$ cat src/rtl/rr_encoder_arbiter_pkg.sv
// Shared defaults and state encoding for the eight-way round-robin encoder arbiter.
package arb_pkg;

  localparam int ARB_N        = 8;
  localparam int ARB_IDX_W    = $clog2(ARB_N);
  localparam int ARB_MAX_HOLD = 16;

  typedef enum logic {
    IDLE  = 1'b0,
    GRANT = 1'b1
  } arb_state_t;

endpackage

$ cat src/rtl/rr_encoder_arbiter_if.sv
// Requester-side bundle of the arbiter: enable, request levels and the registered grant outputs.
interface rr_encoder_arbiter_if
  import arb_pkg::*;
#(
  parameter int N     = ARB_N,
  parameter int IDX_W = ARB_IDX_W
);

  logic             en;
  logic [N-1:0]     req;
  logic [N-1:0]     gnt;
  logic [IDX_W-1:0] gnt_idx;
  logic             gnt_valid;
  logic             timeout;

  modport master (
    output en, req,
    input  gnt, gnt_idx, gnt_valid, timeout
  );

  modport slave (
    input  en, req,
    output gnt, gnt_idx, gnt_valid, timeout
  );

endinterface

$ cat src/rtl/rr_encoder_arbiter_rr_pick.sv
// Combinational rotating priority encoder: first set, non-excluded req bit at or after start.
module rr_pick
  import arb_pkg::*;
#(
  parameter int N     = ARB_N,
  parameter int IDX_W = ARB_IDX_W
) (
  input  logic [N-1:0]     req,
  input  logic [IDX_W-1:0] start,
  input  logic [N-1:0]     excl,
  output logic [IDX_W-1:0] idx,
  output logic             found
);

  always_comb begin
    int               p;
    logic [IDX_W-1:0] pos;
    idx   = '0;
    found = 1'b0;
    p     = 0;
    pos   = '0;
    for (int i = 0; i < N; i++) begin
      p   = (int'(start) + i) % N;
      pos = IDX_W'(p);
      if (!found && req[pos] && !excl[pos]) begin
        found = 1'b1;
        idx   = pos;
      end
    end
  end

endmodule

$ cat src/rtl/rr_encoder_arbiter.sv
// Eight-way round-robin arbiter with one-hot and encoded registered grant.
// Optional grant-hold limit enabled by defining ARB_TIMEOUT_EN.
module rr_encoder_arbiter
  import arb_pkg::*;
#(
  parameter int N        = ARB_N,
  parameter int IDX_W    = ARB_IDX_W
`ifdef ARB_TIMEOUT_EN
  ,
  parameter int MAX_HOLD = ARB_MAX_HOLD
`endif
) (
  input logic                 clk,
  input logic                 rst,
  rr_encoder_arbiter_if.slave bus
);

  arb_state_t       state;
  logic [IDX_W-1:0] ptr;
  logic [N-1:0]     gnt_r;
  logic [IDX_W-1:0] gnt_idx_r;
  logic             gnt_valid_r;

  logic [IDX_W-1:0] pick_start;
  logic [N-1:0]     pick_excl;
  logic [IDX_W-1:0] pick_idx;
  logic             pick_found;

`ifdef ARB_TIMEOUT_EN
  localparam int CNT_W = $clog2(MAX_HOLD + 1);
  logic [CNT_W-1:0] hold_cnt;
  logic             timeout_r;
`endif

  function automatic logic [IDX_W-1:0] succ(input logic [IDX_W-1:0] k);
    return (k == IDX_W'(N - 1)) ? '0 : k + 1'b1;
  endfunction

  function automatic logic [N-1:0] onehot(input logic [IDX_W-1:0] k);
    logic [N-1:0] v;
    v    = '0;
    v[k] = 1'b1;
    return v;
  endfunction

  // While granted, the search starts after the owner and skips it so a revoked owner is not re-picked.
  always_comb begin
    pick_start = ptr;
    pick_excl  = '0;
    if (state == GRANT) begin
      pick_start = succ(gnt_idx_r);
      pick_excl  = onehot(gnt_idx_r);
    end
  end

  rr_pick #(
    .N     (N),
    .IDX_W (IDX_W)
  ) u_pick (
    .req   (bus.req),
    .start (pick_start),
    .excl  (pick_excl),
    .idx   (pick_idx),
    .found (pick_found)
  );

  always_ff @(posedge clk or posedge rst) begin
    if (rst) begin
      state       <= IDLE;
      ptr         <= '0;
      gnt_r       <= '0;
      gnt_idx_r   <= '0;
      gnt_valid_r <= 1'b0;
`ifdef ARB_TIMEOUT_EN
      hold_cnt    <= '0;
      timeout_r   <= 1'b0;
`endif
    end else begin
`ifdef ARB_TIMEOUT_EN
      timeout_r <= 1'b0;
`endif
      case (state)
        IDLE: begin
          if (bus.en && pick_found) begin
            state       <= GRANT;
            gnt_r       <= onehot(pick_idx);
            gnt_idx_r   <= pick_idx;
            gnt_valid_r <= 1'b1;
`ifdef ARB_TIMEOUT_EN
            hold_cnt    <= '0;
`endif
          end
        end
        GRANT: begin
          if (!bus.en) begin
            // Pre-emption leaves ptr alone so the owner keeps its priority.
            state       <= IDLE;
            gnt_r       <= '0;
            gnt_idx_r   <= '0;
            gnt_valid_r <= 1'b0;
          end else if (!bus.req[gnt_idx_r]) begin
            ptr <= succ(gnt_idx_r);
            if (pick_found) begin
              gnt_r       <= onehot(pick_idx);
              gnt_idx_r   <= pick_idx;
`ifdef ARB_TIMEOUT_EN
              hold_cnt    <= '0;
`endif
            end else begin
              state       <= IDLE;
              gnt_r       <= '0;
              gnt_idx_r   <= '0;
              gnt_valid_r <= 1'b0;
            end
          end else begin
`ifdef ARB_TIMEOUT_EN
            if (hold_cnt == CNT_W'(MAX_HOLD - 1)) begin
              // A lone requester keeps the grant; the count simply restarts.
              hold_cnt <= '0;
              if (pick_found) begin
                ptr       <= succ(gnt_idx_r);
                gnt_r     <= onehot(pick_idx);
                gnt_idx_r <= pick_idx;
                timeout_r <= 1'b1;
              end
            end else begin
              hold_cnt <= hold_cnt + 1'b1;
            end
`endif
          end
        end
        default: begin
          state       <= IDLE;
          gnt_r       <= '0;
          gnt_idx_r   <= '0;
          gnt_valid_r <= 1'b0;
        end
      endcase
    end
  end

  assign bus.gnt       = gnt_r;
  assign bus.gnt_idx   = gnt_idx_r;
  assign bus.gnt_valid = gnt_valid_r;
`ifdef ARB_TIMEOUT_EN
  assign bus.timeout   = timeout_r;
`else
  assign bus.timeout   = 1'b0;
`endif

endmodule

$ cat src/flat_wrapper.sv
// flat-port wrapper written by rule: the top's interface ports become plain ports
module rr_encoder_arbiter_flat import arb_pkg::*;
#(
  parameter int N        = ARB_N,
  parameter int IDX_W    = ARB_IDX_W

)
  (clk, rst, bus_en, bus_req, bus_gnt, bus_gnt_idx, bus_gnt_valid, bus_timeout);
  rr_encoder_arbiter_if #(.N(N), .IDX_W(IDX_W)) bus_i ();
  input logic clk;
  input logic rst;
  input wire logic [$bits(bus_i.en)-1:0] bus_en;
  input wire logic [$bits(bus_i.req)-1:0] bus_req;
  output wire logic [$bits(bus_i.gnt)-1:0] bus_gnt;
  output wire logic [$bits(bus_i.gnt_idx)-1:0] bus_gnt_idx;
  output wire logic [$bits(bus_i.gnt_valid)-1:0] bus_gnt_valid;
  output wire logic [$bits(bus_i.timeout)-1:0] bus_timeout;
  assign bus_i.en = bus_en;
  assign bus_i.req = bus_req;
  assign bus_gnt = bus_i.gnt;
  assign bus_gnt_idx = bus_i.gnt_idx;
  assign bus_gnt_valid = bus_i.gnt_valid;
  assign bus_timeout = bus_i.timeout;
  rr_encoder_arbiter #(.N(N), .IDX_W(IDX_W)) u_core (.clk(clk), .rst(rst), .bus(bus_i));
endmodule
$ cat config.mk
export PLATFORM = sky130hd
export DESIGN_NAME = rr_encoder_arbiter_flat
export DESIGN_NICKNAME = d
export VERILOG_FILES = /design/src/rtl/rr_encoder_arbiter_pkg.sv /design/src/rtl/rr_encoder_arbiter_if.sv /design/src/rtl/rr_encoder_arbiter_rr_pick.sv /design/src/rtl/rr_encoder_arbiter.sv /design/src/flat_wrapper.sv
export SDC_FILE = /design/constraint.sdc
export NUM_CORES = 1
export LEC_CHECK = 0
export ABC_CLOCK_PERIOD_IN_PS = 4400
export CORE_ASPECT_RATIO = 0.9
export CORE_MARGIN = 10
export CORE_UTILIZATION = 56
export DETAILED_ROUTE_END_ITERATION = 10
export PLACE_DENSITY = 0.89
export SLEW_MARGIN = 20
export SYNTH_ARGS = -nofsm -noshare
export SYNTH_HDL_FRONTEND = slang
export SYNTH_SLANG_ARGS = --single-unit
$ cat constraint.sdc
create_clock -name clk -period 4.4 [get_ports clk]
set_input_delay 0.88 -clock clk [delete_from_list [all_inputs] [get_ports clk]]
set_output_delay 0.88 -clock clk [all_outputs]
set_load 0.03 [all_outputs]
==> out/qor.yml <==
global_route:
  grt_usage_pct: 17.94
  antenna_found_initial: 0
  grt_max_degree: 17
  grt_pass1_vias: 1877
  grt_pass1_wl_um: 9073
  grt_overflow_total: 0
setup_path:
  cp_common_cell: "ha_1"
  crit_chain: "ha_1 > ha_1 > nor3b_4 > nor2_8 > ha_1 > inv_1 > mux4_2 > a221oi_1 > nor2_2 > a31oi_2 > nand2_1 > or2_1 > o31ai_1"
  critPathSlowestCell: "a221oi_1"
  r2r-start: "u_core.bus.gnt_idx[0]"
  r2r_slack_ns: 0.23
  critical_path_class: "reg -> reg"
  crit_fanout: 7
  required_ns: 4.55
  cp.arrival_ns: 4.32
  reg2regPathDepth: 13
  crit_path_max_incr_delay_ns: 0.48
  endpoint_kind: "register"
  rr_endpoint: "u_core.bus.gnt[0]"
  critPathLaunchType: "register"
yosys:
  yosysUniqueCellTypes: 64
  synthTopCellsByArea: "dfrtp_1, mux2i_1, mux4_2"
  syn_nets: 241
  ys.flop_type: "dfrtp_1"
  yosysSeqAreaShare_pct: 20.66
  synthArstFlopShare_pct: 100.0
  synth_largest_area_cell: "dfrtp_1"
  synth-edff-count: 0
  synth_top_cell_area_share_pct: 20.66
  synthCells: 226
  synth.avg_cell_area_um2: 8.576
  synth_warnings: 0
  ys_ff_latch: 16
  synth_area_mm2: 0.001938
outcome:
  status: "complete, no violations"
die:
  die_area_mm2: 0.006217
  start_util_pct: 57.80
  chipHeight_um: 75.81
  rows: 20
  num_io_pins: 24
  core_mm2: 0.003353
  dieWidth_um: 82.01
final_layout:
  nets: 267
  multi_input_comb_area_mm2: 0.001481
  drive_above_1_share_pct: 16.33
  regArea_um2: 400.4
  utilization_pct: 68.32
  fin_area_mm2: 0.002291
  n_antenna_cell: 0
  layout_commonest_cell: "nand2_1"
  num-fill-cells: 284
  area_delta_synth_final_pct: 18.21
  mostFrequentLayoutCells: "nand2_1, nor2_1, clkdlybuf4s50_1"
routing:
  drcViolationCount: 0
  dr.pass1.iters: 5
  antenna_left: 0
  viasPerCell: 6.654
  routed_wl_um: 5274
  wl_per_cell_um: 17.88
  via_count: 1963
  drt_iter0_drc: 293
cts:
  clk_path_buf_depth: 2
  clock_insertion_delay_worst_skew_ns: 0.25
  htree_levels: 1
  clkTransAtPathRegs_ns: 0.06
  cts_setup_buffers: 0
  cts_tree: "built"
  hold_buffers: 0
  clkSinkCount: 16
  cts_made_buffers: 3
  cts_root_buffer: "clkbuf_8"
sta:
  min_period_ns: 4.171
  max_slew_margin_pct: 55.91
  tightest_slew_ns: 0.6569
  setup-violations-final: 0
  hold_viol_final: 0
  maxSlewViolCount: 0
  setup_ws_ns: 0.2295
  finalCritPeriodShare_pct: 94.78
  fmax_mhz: 239.8
  whs_ns: 0.4999
  fin_skew_ns: 0.002959
flow_run:
  maxCapViolCount: 0
hold_path:
  hold_path_depth: 2
  min_to: "u_core.bus.gnt[4]"
  hold_path.class: "reg -> reg"
  hp-start: "u_core.bus.gnt[4]"
placement:
  dp_hpwl_um: 4156
  io_buffers: 22
  place_ws_ns: 0.2614
  gp_congestion: 1.015
  placed_area_mm2: 0.002223
## critical path, delay by kind of cell, from the launching register on
kind            cells  cell delay (ns)
simple gates        5             1.07
buf+inv             1             0.22
fa+ha+maj           3             0.87
flops               1             0.38
mux                 1             0.41
compound gates      3             1.10
## cell usage after synthesis (2+ instances only)
master / number
a21oi_1: 6
a21oi_2: 2
nand2b_1: 5
nor2_1: 22
o22a_1: 2
o31ai_1: 6
nand4b_1: 2
o221ai_1: 2
buf_2: 4
mux4_2: 6
ha_1: 4
o21ai_0: 16
inv_1: 6
a32o_1: 4
clkbuf_1: 2
mux2_2: 5
or2_1: 2
dfrtp_1: 16
nor2b_1: 6
mux2i_1: 14
a22o_1: 2
nand2_1: 25
a221oi_1: 2
and2_1: 5
and3_1: 3
or2_2: 2
a22oi_1: 2
buf_4: 2
o211ai_1: 4
a21o_1: 3
nor3_1: 4
nand3_1: 7
xnor2_1: 2
## metrics by stage
| stage | setup TNS [ns] | instances |
|---|---|---|
| after CTS | 0 | 295 |
| after floorplan | 0 | 226 |
| final | 0 | 295 |
| after detailed placement | 0 | 291 |
| after global placement | 0 | 291 |
| after global routing | -0.005919 | 295 |
## kinds of logic (layout without fill, tap and decap cells)
group / Yosys count / after routing / synth area share, %
XOR/XNOR: 4 / 4 / 2.776
multiplexers: 26 / 26 / 17.82
other: 1 / 1 / 0.1935
buffers and inverters: 15 / 40 / 3.550
flip-flops: 16 / 16 / 20.66
AO/OA/AOI/OAI: 68 / 68 / 27.18
AND/OR/NAND/NOR: 92 / 92 / 25.24
adder cells (fa/ha/maj): 4 / 4 / 2.582
## worst max-delay path by stage
stage	cells past startpoint	from	endpoint
global route	13	u_core.bus.gnt_idx[0]	u_core.bus.gnt[1]
finish	13	u_core.bus.gnt_idx[0]	u_core.bus.gnt[0]
global placement	15	u_core.bus.gnt_idx[0]	u_core.bus.gnt[0]
floorplan	14	u_core.bus.gnt_idx[1]	u_core.bus.gnt[3]
detailed placement	15	u_core.bus.gnt_idx[0]	u_core.bus.gnt[4]
CTS	15	u_core.bus.gnt_idx[0]	u_core.bus.gnt[5]
## layout make-up
type / count / area share (%)
multi-input cells: 195 / 64.66
flip-flops and latches: 16 / 17.48
repair buffers: 29 / 11.91
clock buffers: 4 / 2.403
well taps: 44 / 2.403
inverters: 7 / 1.147
## state kept, by name, indices dropped and copies added (netlist names)
signal and flops:
u_core.ptr 3, u_core.bus.gnt_idx 3, u_core.bus.gnt_valid 1, u_core.bus.gnt 8
u_core.state 1
## layer usage
metal  GRT usage, %  vias to the layer above  share of wire (%)
met4          3.774                        0                1.5
li1               -                      909                  -
met2          29.04                      117                 44
met1          23.42                      920                 44
met3          4.717                       17                9.6
met5              0                        -                  0
## what timing repair did
action                                  in CTS  in global routing
endpoints found under the setup margin       0                  7
gates resized for setup                      0                  2
hold endpoints to repair                     0                  0
Power is left out: the tool's default activity adds up to more than one toggle a clock period on the data nets, which glitch-free logic cannot reach.
